$ cat src/rtl/flappy_pkg.sv
// Shared constants for the FlappyBird scene renderer: screen size, palette, bird reset row.
package flappy_pkg;

    localparam int unsigned SCREEN_W = 640;
    localparam int unsigned SCREEN_H = 480;

    localparam logic [11:0] SKY      = 12'hFC6;
    localparam logic [11:0] PIPE     = 12'h2C2;
    localparam logic [11:0] GROUND_A = 12'h259;
    localparam logic [11:0] GROUND_B = 12'h147;
    localparam logic [11:0] BIRD     = 12'h0DF;
    localparam logic [11:0] GRID     = 12'hFFF;

    localparam logic [8:0] BIRD_RESET_Y = 9'd240;
    localparam logic [8:0] LAST_ROW     = 9'd479;

endpackage

$ cat src/rtl/scene_renderer_if.sv
// Pixel request/response and game-state bus between vgac/game logic (master) and scene_renderer (slave).
interface scene_renderer_if #(parameter int NUM_PIPES = 3);
    logic [8:0]             row_addr;
    logic [9:0]             col_addr;
    logic                   read;
    logic [8:0]             bird_y;
    logic [10*NUM_PIPES-1:0] pipe_x;
    logic [9*NUM_PIPES-1:0]  gap_y;
    logic                   game_over;
    logic [11:0]            d_out_BGR;
    logic                   frame_tick;

    modport master (
        output row_addr, col_addr, read, bird_y, pipe_x, gap_y, game_over,
        input  d_out_BGR, frame_tick
    );

    modport slave (
        input  row_addr, col_addr, read, bird_y, pipe_x, gap_y, game_over,
        output d_out_BGR, frame_tick
    );
endinterface

$ cat src/rtl/scene_renderer_pipe_hit.sv
// Combinational hit test for one pipe column: solid above the gap and below it down to the ground.
module pipe_hit
    import flappy_pkg::*;
#(
    parameter int unsigned PIPE_W   = 52,
    parameter int unsigned GAP_H    = 120,
    parameter int unsigned GROUND_Y = 432
) (
    input  logic [9:0] col,
    input  logic [8:0] row,
    input  logic [9:0] px,
    input  logic [8:0] gy,
    output logic       hit
);

    logic [10:0] col_w;
    logic [10:0] row_w;
    logic [10:0] px_w;
    logic [10:0] gy_w;

    assign col_w = {1'b0, col};
    assign row_w = {2'b00, row};
    assign px_w  = {1'b0, px};
    assign gy_w  = {2'b00, gy};

    // 11-bit compares so px+PIPE_W and gy+GAP_H never wrap
    always_comb begin
        hit = 1'b0;
        if ((px_w < 11'(SCREEN_W)) &&
            (col_w >= px_w) && (col_w < px_w + 11'(PIPE_W)) &&
            (row_w < 11'(GROUND_Y)) &&
            ((row_w < gy_w) || (row_w >= gy_w + 11'(GAP_H)))) begin
            hit = 1'b1;
        end else begin
            hit = 1'b0;
        end
    end

endmodule

$ cat src/rtl/scene_renderer.sv
// FlappyBird pixel source: shadowed game state committed at end of active video, 1-cycle pixel latency.
// Optional build macro DEBUG_GRID_EN overlays a 32-pixel white grid on the final pixel.
module scene_renderer
    import flappy_pkg::*;
#(
    parameter int unsigned NUM_PIPES   = 3,
    parameter int unsigned BIRD_X      = 160,
    parameter int unsigned BIRD_SIZE   = 16,
    parameter int unsigned PIPE_W      = 52,
    parameter int unsigned GAP_H       = 120,
    parameter int unsigned GROUND_Y    = 432,
    parameter int unsigned SCROLL_STEP = 2
) (
    input  logic             vga_clk,
    input  logic             clrn,
    scene_renderer_if.slave  bus
);

    logic                    read_q_r;
    logic                    frame_tick_r;
    logic [11:0]             d_out_r;
    logic [8:0]              sh_bird_y_r;
    logic [10*NUM_PIPES-1:0] sh_pipe_x_r;
    logic [9*NUM_PIPES-1:0]  sh_gap_y_r;
    logic                    sh_game_over_r;
    logic [3:0]              scroll_r;
    logic [4:0]              frame_cnt_r;

    logic                    commit_s;
    logic [NUM_PIPES-1:0]    pipe_hits_s;
    logic                    bird_hit_s;
    logic [10:0]             col_w_s;
    logic [10:0]             row_w_s;
    logic [10:0]             bird_w_s;
    logic [10:0]             ground_sum_s;
    logic [11:0]             colour_s;
    logic [11:0]             pix_s;

    // falling edge of active video on the last row closes the frame
    assign commit_s = read_q_r && !bus.read && (bus.row_addr == LAST_ROW);

    for (genvar g = 0; g < NUM_PIPES; g++) begin : g_pipe
        pipe_hit #(.PIPE_W(PIPE_W), .GAP_H(GAP_H), .GROUND_Y(GROUND_Y)) u_pipe_hit (
            .col (bus.col_addr),
            .row (bus.row_addr),
            .px  (sh_pipe_x_r[g*10 +: 10]),
            .gy  (sh_gap_y_r[g*9 +: 9]),
            .hit (pipe_hits_s[g])
        );
    end

    assign col_w_s      = {1'b0, bus.col_addr};
    assign row_w_s      = {2'b00, bus.row_addr};
    assign bird_w_s     = {2'b00, sh_bird_y_r};
    assign ground_sum_s = col_w_s + {7'b0000000, scroll_r};
    assign bird_hit_s   = (col_w_s >= 11'(BIRD_X)) && (col_w_s < 11'(BIRD_X + BIRD_SIZE)) &&
                          (row_w_s >= bird_w_s) && (row_w_s < bird_w_s + 11'(BIRD_SIZE));

    // priority colour select, blink inversion, optional grid overlay
    always_comb begin
        colour_s = SKY;
        pix_s    = SKY;
        if (bird_hit_s) begin
            colour_s = BIRD;
        end else if (|pipe_hits_s) begin
            colour_s = PIPE;
        end else if (row_w_s >= 11'(GROUND_Y)) begin
            colour_s = ground_sum_s[3] ? GROUND_B : GROUND_A;
        end else begin
            colour_s = SKY;
        end
        if (sh_game_over_r && frame_cnt_r[4]) begin
            pix_s = ~colour_s;
        end else begin
            pix_s = colour_s;
        end
`ifdef DEBUG_GRID_EN
        if ((bus.col_addr[4:0] == 5'd0) || (bus.row_addr[4:0] == 5'd0)) begin
            pix_s = GRID;
        end else begin
            pix_s = pix_s;
        end
`endif
    end

    // shadow commit, frame counters and registered pixel output
    always_ff @(posedge vga_clk or posedge clrn) begin
        if (clrn) begin
            read_q_r       <= 1'b0;
            frame_tick_r   <= 1'b0;
            d_out_r        <= 12'h000;
            sh_bird_y_r    <= BIRD_RESET_Y;
            sh_pipe_x_r    <= {NUM_PIPES{10'h3FF}};
            sh_gap_y_r     <= '0;
            sh_game_over_r <= 1'b0;
            scroll_r       <= 4'd0;
            frame_cnt_r    <= 5'd0;
        end else begin
            read_q_r     <= bus.read;
            frame_tick_r <= commit_s;
            d_out_r      <= bus.read ? pix_s : 12'h000;
            if (commit_s) begin
                sh_bird_y_r    <= bus.bird_y;
                sh_pipe_x_r    <= bus.pipe_x;
                sh_gap_y_r     <= bus.gap_y;
                sh_game_over_r <= bus.game_over;
                frame_cnt_r    <= frame_cnt_r + 5'd1;
                if (!bus.game_over) begin
                    scroll_r <= scroll_r + 4'(SCROLL_STEP);
                end
            end
        end
    end

    assign bus.d_out_BGR  = d_out_r;
    assign bus.frame_tick = frame_tick_r;

endmodule

$ cat src/flat_wrapper.sv
// flat-port wrapper written by rule: the top's interface ports become plain ports
module scene_renderer_flat import flappy_pkg::*;
#(
    parameter int unsigned NUM_PIPES   = 3,
    parameter int unsigned BIRD_X      = 160,
    parameter int unsigned BIRD_SIZE   = 16,
    parameter int unsigned PIPE_W      = 52,
    parameter int unsigned GAP_H       = 120,
    parameter int unsigned GROUND_Y    = 432,
    parameter int unsigned SCROLL_STEP = 2
)
  (vga_clk, clrn, bus_row_addr, bus_col_addr, bus_read, bus_bird_y, bus_pipe_x, bus_gap_y, bus_game_over, bus_d_out_BGR, bus_frame_tick);
  scene_renderer_if #(.NUM_PIPES(NUM_PIPES)) bus_i ();
  input  logic vga_clk;
  input  logic clrn;
  input wire logic [$bits(bus_i.row_addr)-1:0] bus_row_addr;
  input wire logic [$bits(bus_i.col_addr)-1:0] bus_col_addr;
  input wire logic [$bits(bus_i.read)-1:0] bus_read;
  input wire logic [$bits(bus_i.bird_y)-1:0] bus_bird_y;
  input wire logic [$bits(bus_i.pipe_x)-1:0] bus_pipe_x;
  input wire logic [$bits(bus_i.gap_y)-1:0] bus_gap_y;
  input wire logic [$bits(bus_i.game_over)-1:0] bus_game_over;
  output wire logic [$bits(bus_i.d_out_BGR)-1:0] bus_d_out_BGR;
  output wire logic [$bits(bus_i.frame_tick)-1:0] bus_frame_tick;
  assign bus_i.row_addr = bus_row_addr;
  assign bus_i.col_addr = bus_col_addr;
  assign bus_i.read = bus_read;
  assign bus_i.bird_y = bus_bird_y;
  assign bus_i.pipe_x = bus_pipe_x;
  assign bus_i.gap_y = bus_gap_y;
  assign bus_i.game_over = bus_game_over;
  assign bus_d_out_BGR = bus_i.d_out_BGR;
  assign bus_frame_tick = bus_i.frame_tick;
  scene_renderer #(.NUM_PIPES(NUM_PIPES), .BIRD_X(BIRD_X), .BIRD_SIZE(BIRD_SIZE), .PIPE_W(PIPE_W), .GAP_H(GAP_H), .GROUND_Y(GROUND_Y), .SCROLL_STEP(SCROLL_STEP)) u_core (.vga_clk(vga_clk), .clrn(clrn), .bus(bus_i));
endmodule
$ cat config.mk
export PLATFORM = sky130hd
export DESIGN_NAME = scene_renderer_flat
export DESIGN_NICKNAME = d
export VERILOG_FILES = /design/src/rtl/flappy_pkg.sv /design/src/rtl/scene_renderer_if.sv /design/src/rtl/scene_renderer_pipe_hit.sv /design/src/rtl/scene_renderer.sv /design/src/flat_wrapper.sv
export SDC_FILE = /design/constraint.sdc
export NUM_CORES = 1
export LEC_CHECK = 0
export BUFFER_PORTS_ARGS = -buffer_cell sky130_fd_sc_hd__buf_4
export CORE_ASPECT_RATIO = 2
export CORE_MARGIN = 2
export CORE_UTILIZATION = 35
export DETAILED_ROUTE_END_ITERATION = 10
export PLACE_DENSITY_LB_ADDON = 0.08
export SLEW_MARGIN = 20
export SYNTH_ARGS = -nofsm -noshare
export SYNTH_HDL_FRONTEND = slang
export SYNTH_SLANG_ARGS = --single-unit
$ cat constraint.sdc
create_clock -name vga_clk -period 2.5 [get_ports vga_clk]
set_input_delay 0.125 -clock vga_clk [delete_from_list [all_inputs] [get_ports vga_clk]]
set_output_delay 0.125 -clock vga_clk [all_outputs]
set_load 0.1 [all_outputs]
; Word level (Yosys, flattened, before mapping)
; Index checks and enable logic that the tools add are counted.
[op_classes]
addsub = 10
magnitude_cmp = 21
n_eq_ne = 1
mux = 9
bitwise_logic = 2
n_reduce_logical = 24
[op_table]
columns = operator, n
row1 = two-way mux 12 bit, 5
row2 = "adder 10 x 6 -> 11 bit, second input constant", 3
row3 = less-than comparator 10 x 11 -> 1 bit, 3
row4 = "adder 9 x 7 -> 10 bit, second input constant", 3
row5 = greater-or-equal comparator 10 bit, 3
row6 = greater-or-equal comparator 9 x 10 -> 1 bit, 3
row7 = "less-than comparator 10 bit, second input constant", 3
row8 = less-than comparator 9 bit, 3
row9 = logical AND 1 bit, 18
row10 = NOT 12 bit, 1
row11 = less-than comparator 9 x 11 -> 1 bit, 1
row12 = "adder 9 x 5 -> 10 bit, second input constant", 1
row13 = "greater-or-equal comparator 10 x 8 -> 1 bit, second input constant", 1
row14 = "less-than comparator 10 x 8 -> 1 bit, second input constant", 1
row15 = two-way mux 10 bit, 1
row16 = "== test 9 bit, second input constant", 1
row17 = greater-or-equal comparator 9 bit, 1
row18 = "greater-or-equal comparator 9 bit, second input constant", 1
row19 = "less-than comparator 9 bit, second input constant", 1
row20 = "adder 5 x 1 -> 5 bit, second input constant", 1
row21 = "adder 4 x 2 -> 4 bit, second input constant", 1
row22 = adder 4 bit, 1
row23 = logical OR 1 bit, 3
row24 = two-way mux 1 bit, 3
row25 = 4 further kinds, 4
[totals]
register_bits = 90
out_inout_bits = 13
elab_cells = 76

; Depth between registers and ports, before layout
; Gate-level depths: netlist of the first run.
[depth]
word_depth = 12
depth_mapped = 12

; Cells and area by module
; A second synthesis of the first run with hierarchy kept.
[unflattened]
hier_cells = 673
area_unflattened_um2 = 6871.6
[modules_own_cells]
columns = module, n_inst, cells_per_inst, area_per_inst_um2, seq_area_each_um2
row1 = scene_renderer, 1, 284, 3897.5, 2219.6
row2 = pipe_hit at u_core.g_pipe[1].u_pipe_hit ..., 2, 130, 997.2, 0.0
row3 = pipe_hit at u_core.g_pipe[0].u_pipe_hit, 1, 129, 979.7, 0.0

; Worst setup path after synthesis of the first run
; No wires, ideal clock.
[synth_path]
path_type = register to register
startpoint = register u_core.sh_pipe_x_r[2]
endpoint = register u_core.d_out_r[2], in the netlist u_core.bus.d_out_BGR[2]
arrival_ns = 2.392
t_required_ns = 2.384
setup_slack_ns = -0.007
path_stages_with_launch = 11
period_less_slack_ns = 2.507
cell_sequence = dfstp_2 ha_1 nor3_1 or3_1 xnor2_1 ha_1 o221ai_1 a21oi_1 a2111oi_0 a41oi_1 o311ai_0
[synth_between]
elab_chain_len = 12
[synth_rtl]
columns = element, line
row1 = "start, declared", scene_renderer.sv:23  ; logic [10*NUM_PIPES-1:0] sh_pipe_x_r;
row2 = "start signal, assigned", scene_renderer.sv:93  ; sh_pipe_x_r <= {NUM_PIPES{10'h3FF}};
row3 = "start signal, assigned", scene_renderer.sv:104  ; sh_pipe_x_r <= bus.pipe_x;
row4 = "adder 10 x 6 -> 11 bit, or another cell as far along", scene_renderer_pipe_hit.sv:30  ; (col_w >= px_w) && (col_w < px_w + 11'(PIPE_W)) &&
row5 = less-than comparator 10 x 11 -> 1 bit or logical AND 1 bit (tied branches), "scene_renderer_pipe_hit.sv:30, scene_renderer_pipe_hit.sv:29"
row6 = logical AND 1 bit (*) (2 in series), scene_renderer_pipe_hit.sv:30
row7 = logical AND 1 bit (*), scene_renderer_pipe_hit.sv:31  ; (row_w < 11'(GROUND_Y)) &&
row8 = two-way mux 1 bit (*), scene_renderer_pipe_hit.sv:29  ; if ((px_w < 11'(SCREEN_W)) &&
row9 = OR reduction 3 bit (*), scene_renderer.sv:65  ; end else if (|pipe_hits_s) begin
row10 = two-way mux 12 bit (*), scene_renderer.sv:65
row11 = two-way mux 12 bit (*), scene_renderer.sv:63  ; if (bird_hit_s) begin
row12 = NOT 12 bit, scene_renderer.sv:73  ; pix_s = ~colour_s;
row13 = two-way mux 12 bit (*), scene_renderer.sv:72  ; if (sh_game_over_r && frame_cnt_r[4]) begin
row14 = two-way mux 12 bit (*), scene_renderer.sv:101  ; d_out_r <= bus.read ? pix_s : 12'h000;
row15 = "end signal, assigned", scene_renderer.sv:101
row16 = "end, declared", scene_renderer.sv:21  ; logic [11:0] d_out_r;
; Every way passes the cells marked *; elsewhere a longest branch is shown, timed or not.
; A chain may end at the register's enable or synchronous reset.

; Final worst setup path of the first run
[layout_path]
startpoint = register u_core.sh_gap_y_r[12]
endpoint = register u_core.d_out_r[2], in the netlist u_core.bus.d_out_BGR[2]
[layout_between]
elab_chain_len = 11
[layout_rtl]
columns = element, line
row1 = "start, declared", scene_renderer.sv:24  ; logic [9*NUM_PIPES-1:0] sh_gap_y_r;
row2 = "start signal, assigned", scene_renderer.sv:105  ; sh_gap_y_r <= bus.gap_y;
row3 = adder 9 x 7 -> 10 bit, scene_renderer_pipe_hit.sv:32  ; ((row_w < gy_w) || (row_w >= gy_w + 11'(GAP_H)))) begin
row4 = greater-or-equal comparator 9 x 10 -> 1 bit, scene_renderer_pipe_hit.sv:32
row5 = logical OR 1 bit (*), scene_renderer_pipe_hit.sv:32
row6 = logical AND 1 bit (*), scene_renderer_pipe_hit.sv:31
row7 = two-way mux 1 bit (*), scene_renderer_pipe_hit.sv:29
row8 = OR reduction 3 bit (*), scene_renderer.sv:65
row9 = two-way mux 12 bit (*), scene_renderer.sv:65
row10 = two-way mux 12 bit (*), scene_renderer.sv:63
row11 = NOT 12 bit, scene_renderer.sv:73
row12 = two-way mux 12 bit (*), scene_renderer.sv:72
row13 = two-way mux 12 bit (*), scene_renderer.sv:101
; Marked as above.

==> results of run 1 <==
## power by group
group,switching [W],total [W],internal [W]
Sequential,0.0000260,0.00148,0.00146
Clock,0.000623,0.00152,0.000899
Combinational,0.000427,0.000827,0.000400
## worst min-delay path, cell delays in order
cell,delay (ns)
buf_4,0.08
nand2_1,0.04
o21ai_0,0.07
## layer usage
layer / global-route usage, % / up-vias / part of all wire, %
li1: - / 3040 / -
met1: 20.4 / 2923 / 36
met2: 40.4 / 112 / 58
met3: 3.25 / 34 / 3.0
met4: 7.81 / 0 / 3.0
met5: 0 / - / 0
## layout make-up
| cell class | count | area (sq um) |
|---|---|---|
| Multi-Input combinational cell | 545 | 4470 |
| Fill cell | 1747 | 9060 |
| Sequential cell | 87 | 2220 |
| Tap cell | 219 | 274 |
| Clock buffer | 10 | 239 |
| Clock inverter | 6 | 83.8 |
| Inverter | 72 | 272 |
| Timing Repair Buffer | 248 | 2040 |
## cells by family after synthesis
kind of cell | synth area share, %
buffers and inverters | 5.42
AOI/OAI and AO/OA | 15.9
muxes | 2.01
and+or+nand+nor | 13.9
xor gates and xnor gates | 5.83
DFF | 33.6
adders and majority gates | 23.3
## metrics by stage
| stage | utilization, % | TNS, ns | area [sq um] | cells |
|---|---|---|---|---|
| 2_1_floorplan | - | 0 | 6610 | 720 |
| 3_3_place_gp | 43.9 | -0.838 | 8200 | 1105 |
| 3_5_place_dp | 43.9 | -1.39 | 8200 | 1105 |
| 4_1_cts | 50.8 | -0.261 | 9470 | 1186 |
| 5_1_grt | 51.4 | -0.957 | 9600 | 1187 |
| 6_report | 51.4 | -0.345 | 9600 | 1187 |
## flip-flops by register name, summed over array words and instances (netlist names)
register and cells:
u_core.scroll_r 3, u_core.frame_cnt_r 5, u_core.bus.frame_tick 1, u_core.bus.d_out_BGR 10
u_core.sh_bird_y_r 9, u_core.sh_gap_y_r 27, u_core.sh_pipe_x_r 30, u_core.read_q_r 1
u_core.sh_game_over_r 1
## worst max path at each step
| stage | to | slack [ns] | cells after the start |
|---|---|---|---|
| 2_1_floorplan | u_core.bus.d_out_BGR[2] | 0.03 | 12 |
| 3_3_place_gp | u_core.bus.d_out_BGR[8] | -0.25 | 13 |
| 3_5_place_dp | u_core.bus.d_out_BGR[8] | -0.37 | 14 |
| 4_1_cts | u_core.bus.d_out_BGR[8] | -0.10 | 12 |
| 5_1_grt | u_core.bus.d_out_BGR[10] | -0.29 | 13 |
| 6_report | u_core.bus.d_out_BGR[2] | -0.12 | 13 |
## cells in the mapped netlist, types with 3 or more instances
library cell,count,area share [%]
ha_1,123,23
nand2_1,87,4.9
o21ai_0,81,6.1
inv_1,72,4.1
dfrtp_1,53,20
a21oi_1,36,2.7
xnor2_1,36,4.8
dfstp_2,34,14
nand3_1,19,1.4
nor3_1,14,1.1
nor2_1,13,0.74
nand4_1,12,1.1
mux2_2,10,1.7
nand2b_1,10,0.95
a31oi_1,9,0.85
nor2b_1,8,0.76
xor2_1,8,1.1
buf_2,7,0.53
clkbuf_1,7,0.40
a21o_1,6,0.68
or3_1,6,0.57
o21a_1,5,0.57
o211ai_1,4,0.45
o221ai_1,4,0.53
a2111oi_0,3,0.40
and2_1,3,0.28
nand4b_1,3,0.40
o2111ai_1,3,0.40
o31ai_1,3,0.34
## timing repair
item	4_1_cts	5_1_grt
hold endpoints to repair	76	0
setup endpoints to repair	8	8
pin swaps	30	11
resized for setup	59	23
gates cloned	1	0
hold buffers	61	0
setup buffers	5	1
==> flow_summary.json, run 1 <==
{
  "syn_to_final_growth_pct": 45.3,
  "clock_latency_ns": 0.35,
  "synth_cells": 720,
  "hold_violations": 1,
  "worstReg2RegStart": "u_core.sh_gap_y_r[12]",
  "finalMaxSlewViolations": 0,
  "finalSetupViolCount": 3,
  "slowest_delay_ns": 0.41,
  "crit_start": "u_core.sh_gap_y_r[12]",
  "final_layout_size_suffix_gt1_share_pct": 31.8,
  "synthFlopType": "dfrtp_1",
  "fin_ws_ns": -0.122,
  "hold_depth": 3,
  "finalCritPeriodShare_pct": 105,
  "holdCritStartpoint": "bus_pipe_x[22]",
  "cp_cell_sequence": "inv_2 -> ha_4 -> nand3_2 -> xnor2_1 -> ha_1 -> a2111oi_4 -> o21ai_1 -> o221ai_1 -> o221ai_2 -> o2111ai_2 -> buf_4 -> nand4_1 -> o311ai_2",
  "cp_num_buf_inv": 2,
  "antenna_found_initial": 0,
  "ys_types": 58,
  "final_cell_mix": "184 x buf_4, 115 x ha_1, 86 x nand2_1",
  "cp-start-kind": "flip-flop",
  "clkTransAtPathRegs_ns": 0.07,
  "critPathKind": "flip-flop to flip-flop",
  "drtPass1Iterations": 5,
  "dp_slack_ns": -0.367,
  "numCtsBuffers": 9,
  "r2r_cells": 13,
  "rsz0062_at_grt": "yes",
  "grt_pass1_wl_microns": 31500,
  "ys_ff_latch": 87,
  "cp.arrival_ns": 2.88,
  "required_ns": 2.75,
  "slew_headroom_pct": 55.5,
  "synth_nets": 932,
  "syn_area_sq_um": 6610,
  "power_w": 0.00383,
  "leakage_nw": 4.78,
  "vias": 6109,
  "initial_core_util_pct": 35.4,
  "syn_area_per_cell_sq_um": 9.17,
  "drc": 0,
  "r2r-end": "u_core.bus.d_out_BGR[2]",
  "cts_tree": "yes",
  "synth-edff-count": 0,
  "diodes": 0,
  "nNetsFinal": 1175,
  "cap_viol_max_count": 0,
  "drtAntennaViolNets": 0,
  "clock_skew_ns": 0.00772,
  "ys_seq_area_share_pct": 33.6,
  "synth_warnings": 0,
  "cts_max_level": 3,
  "violations": "hold timing, setup timing",
  "core_sq_um": 18700,
  "num_rows": 71,
  "period_needed_ns": 2.62,
  "grt_pass1_vias": 6482,
  "hold_path_class": "input port to flip-flop",
  "drt_iter0_markers": 159,
  "clock-sinks": 87,
  "die_height_microns": 198,
  "gp_congestion": 0.826,
  "viasPerCell": 5.15,
  "async_flop_share_pct": 100,
  "peakVddDrop_mv": 0.375,
  "wl_per_cell_microns": 16.6,
  "end_kind": "flip-flop",
  "crit_family": "compound AO/OA/AOI/OAI gates",
  "die_w_microns": 101,
  "hpwl_microns": 15000,
  "cts-root-buf": "clkbuf_16",
  "whs_ns": -0.000475,
  "slowest_stage": "dfrtp_1",
  "holdPathEnd": "u_core.sh_pipe_x_r[22]",
  "path_max_fanout": 3,
  "die_area_sq_um": 20100,
  "grt_usage_pct": 20.4,
  "max_freq_mhz": 381,
  "power_density_nw_per_um2": 399,
  "grt-ovfl-total": 0,
  "grt_max_degree": 100,
  "final_common_cell": "buf_4",
  "port_buffers": 101,
  "routed_wl_microns": 19700,
  "cts_buffer_depth": 2,
  "status": "finished with violations",
  "io-pin-count": 102,
  "r2r_setup_slack_ns": -0.12,
  "tightestPinTransition_ns": 0.662
}
Note: power is estimated with default switching activity, not from simulation.
==> run 2, diff against run 1 <==
- CELL_PAD_IN_SITES_DETAIL_PLACEMENT: default -> 0
- CELL_PAD_IN_SITES_GLOBAL_PLACEMENT: default -> 1
==> flow_summary.json, run 2 (synthesis results as in run 1) <==
{
  "die_height_microns": 198,
  "rsz0062_at_grt": "yes",
  "cts_max_level": 3,
  "finalMaxSlewViolations": 0,
  "port_buffers": 101,
  "nFillCells": 1768,
  "required_ns": 2.76,
  "drtAntennaViolNets": 0,
  "cp.arrival_ns": 2.87,
  "grt_max_degree": 88,
  "r2r_cells": 11,
  "cp-start-kind": "flip-flop",
  "period_needed_ns": 2.62,
  "gp_congestion": 0.881,
  "largest_register_ffs": 30,
  "hpwl_microns": 15200,
  "wl_per_cell_microns": 16.6,
  "final_layout_size_suffix_gt1_share_pct": 30.4,
  "hold_violations": 1,
  "clock_skew_ns": 0.00759,
  "core_sq_um": 18700,
  "vias": 6026,
  "worstReg2RegStart": "u_core.sh_pipe_x_r[12]",
  "violations": "hold timing, setup timing",
  "finalSetupViolCount": 4,
  "final_cell_mix": "175 x buf_4, 114 x ha_1, 87 x nand2_1",
  "slew_headroom_pct": 50.9,
  "cts_buffer_depth": 2,
  "drc": 0,
  "whs_ns": -0.000492,
  "fin_ws_ns": -0.118,
  "clock_latency_ns": 0.36,
  "status": "finished with violations",
  "cp_cell_sequence": "ha_4 -> nor3_4 -> buf_6 -> xnor2_2 -> ha_1 -> a21oi_1 -> nand3_1 -> a21oi_2 -> o2111ai_4 -> o311a_1 -> o311ai_1",
  "viasPerCell": 5.09,
  "grt_usage_pct": 20.2,
  "finalCritPeriodShare_pct": 105,
  "diodes": 0,
  "die_w_microns": 101,
  "registers.top_by_ff_count": "u_core.sh_pipe_x_r",
  "multi_input_area_sq_um": 4350,
  "slowest_delay_ns": 0.58,
  "r2r-end": "u_core.bus.d_out_BGR[2]",
  "antenna_found_initial": 0,
  "end_kind": "flip-flop",
  "grt-ovfl-total": 0,
  "drt_iter0_markers": 133,
  "crit_start": "u_core.sh_pipe_x_r[12]",
  "clkTransAtPathRegs_ns": 0.07,
  "grt_pass1_vias": 6469,
  "crit_family": "compound AO/OA/AOI/OAI gates",
  "final_common_cell": "buf_4",
  "power_w": 0.00373,
  "cp.depth": 11,
  "hold_path_class": "input port to flip-flop",
  "seqCellArea_sq_um": 2220,
  "dp_slack_ns": -0.363,
  "slowest_stage": "dfstp_2",
  "numCtsBuffers": 9,
  "io-pin-count": 102,
  "r2r_setup_slack_ns": -0.12,
  "leakage_nw": 4.73,
  "critPathKind": "flip-flop to flip-flop",
  "fin_tns_setup_ns": -0.350,
  "cap_viol_max_count": 0,
  "clock-sinks": 87,
  "die_area_sq_um": 20100,
  "drtPass1Iterations": 7,
  "initial_core_util_pct": 35.4,
  "tightestPinTransition_ns": 0.730,
  "path_max_fanout": 4,
  "grt_pass1_wl_microns": 31300,
  "num_rows": 71,
  "final_util_pct": 50.9,
  "cp_num_buf_inv": 1,
  "cts_tree": "yes",
  "power_density_nw_per_um2": 393,
  "max_freq_mhz": 382,
  "cts-root-buf": "clkbuf_16",
  "syn_to_final_growth_pct": 43.6,
  "crit_end": "u_core.bus.d_out_BGR[2]",
  "nNetsFinal": 1173,
  "routed_wl_microns": 19700,
  "peakVddDrop_mv": 0.301
}
[run 2: worst register-to-register path, stage by stage, from the launching register on]
cell and delay (ns):
dfstp_2 0.58, ha_4 0.16, nor3_4 0.04, buf_6 0.12, xnor2_2 0.12, ha_1 0.33, a21oi_1 0.17, nand3_1 0.14
a21oi_2 0.22, o2111ai_4 0.18, o311a_1 0.39, o311ai_1 0.07
[run 2: cell type report]
| cell class | count | share of cell area [%] |
|---|---|---|
| Clock inverter | 3 | 0.448 |
| Multi-Input combinational cell | 544 | 45.8 |
| Sequential cell | 87 | 23.4 |
| Inverter | 72 | 2.89 |
| Timing Repair Buffer | 247 | 21.8 |
| Tap cell | 219 | 2.89 |
| Clock buffer | 13 | 2.74 |
[run 2: timing repair]
item | CTS | global route
buffers inserted | 4 | 1
hold endpoints to repair | 116 | 0
hold buffers | 64 | 0
setup endpoints to repair | 7 | 6
pin swaps | 24 | 17
resized for setup | 46 | 24
[run 2: metrics by stage]
stage	area [sq um]	hold slack, ns	instances
2_1_floorplan	6610	0.156	720
3_3_place_gp	8180	0.274	1101
3_5_place_dp	8180	0.278	1101
4_1_cts	9390	0.00370	1184
5_1_grt	9490	0.0158	1185
6_report	9490	-0.000492	1185
[run 2: worst min-delay path by stage]
stage                             start                     to  slack (ns)  cells past startpoint
after global routing      bus_gap_y[18]  u_core.sh_gap_y_r[18]        0.02                      2
after CTS                 bus_gap_y[18]  u_core.sh_gap_y_r[18]       0.004                      2
after floorplan                bus_read        u_core.read_q_r        0.16                      0
after detailed placement           clrn  u_core.sh_gap_y_r[24]        0.28                      3
after global placement             clrn  u_core.sh_gap_y_r[23]        0.27                      3
final                     bus_pipe_x[2]  u_core.sh_pipe_x_r[2]     -0.0005                      3
[run 2: layer usage]
layer  GRT usage, %  up-vias  share of wire (%)
met5              0        -                  0
met4           9.06        0                2.7
met3           2.29       27                2.2
met2           39.5      103                 58
met1           20.7     2865                 37
li1               -     3031                  -
[run 2: power by group]
part | leakage [nW] | internal (W) | switching, W
logic | 3.64 | 0.000396 | 0.000422
registers | 0.938 | 0.00146 | 0.0000269
clock network | 0.146 | 0.000829 | 0.000596
total | 4.73 | 0.00268 | 0.00104
==> run 3, diff against run 2 <==
- CAP_MARGIN: default -> 25
- CTS_BUF_LIST: default -> sky130_fd_sc_hd__clkbuf_4
==> flow_summary.json, run 3 (synthesis results as in run 1) <==
{
  "vias": 6076,
  "drc": 0,
  "port_buffers": 101,
  "nFillCells": 1783,
  "fin_tns_setup_ns": -0.264,
  "io-pin-count": 102,
  "nNetsFinal": 1178,
  "hpwl_microns": 15200,
  "viasPerCell": 5.10,
  "drtPass1Iterations": 4,
  "core_sq_um": 18700,
  "finalCritPeriodShare_pct": 105,
  "end_kind": "flip-flop",
  "multi_input_area_sq_um": 4350,
  "slew_headroom_pct": 50.7,
  "worstReg2RegStart": "u_core.sh_pipe_x_r[2]",
  "period_needed_ns": 2.63,
  "dr_wl_met3_microns": 472,
  "drtAntennaViolNets": 0,
  "cp-start-kind": "flip-flop",
  "clock-sinks": 87,
  "leakage_nw": 4.66,
  "final_layout_size_suffix_gt1_share_pct": 30.4,
  "path_max_fanout": 4,
  "clock_latency_ns": 0.50,
  "finalMaxSlewViolations": 0,
  "violations": "setup timing",
  "layout.cells.non_filler": 1191,
  "numCtsBuffers": 9,
  "dp_cells": 1101,
  "holdCritStartpoint": "bus_row_addr[0]",
  "r2r_setup_slack_ns": -0.13,
  "grt_max_degree": 88,
  "seqCellArea_sq_um": 2220,
  "clock_skew_ns": 0.0198,
  "die_area_sq_um": 20100,
  "r2r-end": "u_core.bus.d_out_BGR[8]",
  "cts_tree": "yes",
  "power_w": 0.00315,
  "die_height_microns": 198,
  "antenna_found_initial": 1,
  "final_cell_mix": "176 x buf_4, 114 x ha_1, 87 x nand2_1",
  "grt-ovfl-total": 0,
  "largest_register_ffs": 30,
  "cts-root-buf": "clkbuf_4",
  "num_rows": 71,
  "clkTransAtPathRegs_ns": 0.14,
  "die_w_microns": 101,
  "routed_wl_microns": 19700,
  "registers.top_by_ff_count": "u_core.sh_pipe_x_r",
  "r2r_cells": 11,
  "status": "finished with violations",
  "whs_ns": 0.136,
  "cap_viol_max_count": 0,
  "final_common_cell": "buf_4",
  "critPathKind": "flip-flop to flip-flop",
  "hold_depth": 5,
  "drt_iter0_markers": 167,
  "power_density_nw_per_um2": 336,
  "grt_usage_pct": 20.3,
  "rsz0062_at_grt": "yes",
  "cp.arrival_ns": 3.03,
  "max_freq_mhz": 381,
  "wl_per_cell_microns": 16.5,
  "dp_slack_ns": -0.363,
  "finalSetupViolCount": 4,
  "cts_buffer_depth": 2,
  "required_ns": 2.90,
  "grt_pass1_vias": 6495,
  "gp_congestion": 0.881,
  "initial_core_util_pct": 35.4,
  "peakVddDrop_mv": 0.190,
  "tightestPinTransition_ns": 0.732,
  "cts_max_level": 3,
  "hold_path_class": "input port to flip-flop",
  "syn_to_final_growth_pct": 41.9,
  "grt_pass1_wl_microns": 31300,
  "holdPathEnd": "u_core.scroll_r[3]",
  "hold_violations": 0,
  "fin_ws_ns": -0.127,
  "highest_layer": "met4",
  "m1WireLength_microns": 7380,
  "wl_met2_microns": 11200
}
-- run 3: area by class of cell --
cell class	instances	share of cell area, %
antenna	1	0.0267
clock buffer	11	0.881
clock inverter	5	0.534
inverter	72	2.90
multi-input combinational	544	46.5
sequential	87	23.7
tap	219	2.92
timing repair buffer	252	22.6
-- run 3: how the worst max path moves through the flow --
stage | start | end | slack, ns | depth (start not counted)
after floorplan | u_core.sh_gap_y_r[12] | u_core.bus.d_out_BGR[2] | 0.03 | 12
after global placement | u_core.sh_pipe_x_r[2] | u_core.bus.d_out_BGR[10] | -0.19 | 12
after detailed placement | u_core.sh_gap_y_r[12] | u_core.bus.d_out_BGR[8] | -0.36 | 12
after CTS | u_core.sh_pipe_x_r[2] | u_core.bus.d_out_BGR[8] | -0.13 | 11
after global routing | u_core.sh_pipe_x_r[2] | u_core.bus.d_out_BGR[8] | -0.26 | 11
final | u_core.sh_pipe_x_r[2] | u_core.bus.d_out_BGR[8] | -0.13 | 11
-- run 3: timing repair --
item / CTS / global route
buffers inserted: 5 / 0
gates resized for setup: 43 / 30
endpoints found under the setup margin: 7 / 7
pin swaps: 20 / 14
endpoints found under the hold margin: 130 / 0
hold buffers: 69 / 0
-- run 3: power breakdown --
part | leakage, nW | switching [W] | total, W | internal (W)
clock | 0.0719 | 0.000528 | 0.000848 | 0.000319
combinational | 3.65 | 0.000421 | 0.000819 | 0.000398
sequential | 0.938 | 0.0000273 | 0.00148 | 0.00146
-- run 3: worst max-delay path: stages (launching register included) --
cell and delay [ns]:
dfstp_2 0.60, ha_4 0.15, nor3_2 0.05, or3_1 0.32, xnor2_1 0.14, ha_1 0.29
o221ai_2 0.18, a21oi_2 0.07, a2111oi_4 0.33, a41oi_4 0.09, nand3_2 0.12, mux2i_1 0.23
-- run 3: stage by stage --
stage	utilization, %	cell area (sq um)
floorplan	-	6610
global placement	43.8	8180
detailed placement	43.8	8180
CTS	49.6	9250
global route	50.2	9370
finish	50.2	9370
-- run 3: routing by layer --
layer / track usage (%) / up-vias
met2: 39.4 / 109
li1: - / 3041
met4: 9.56 / 0
met5: 0 / -
met3: 2.15 / 34
met1: 20.8 / 2892
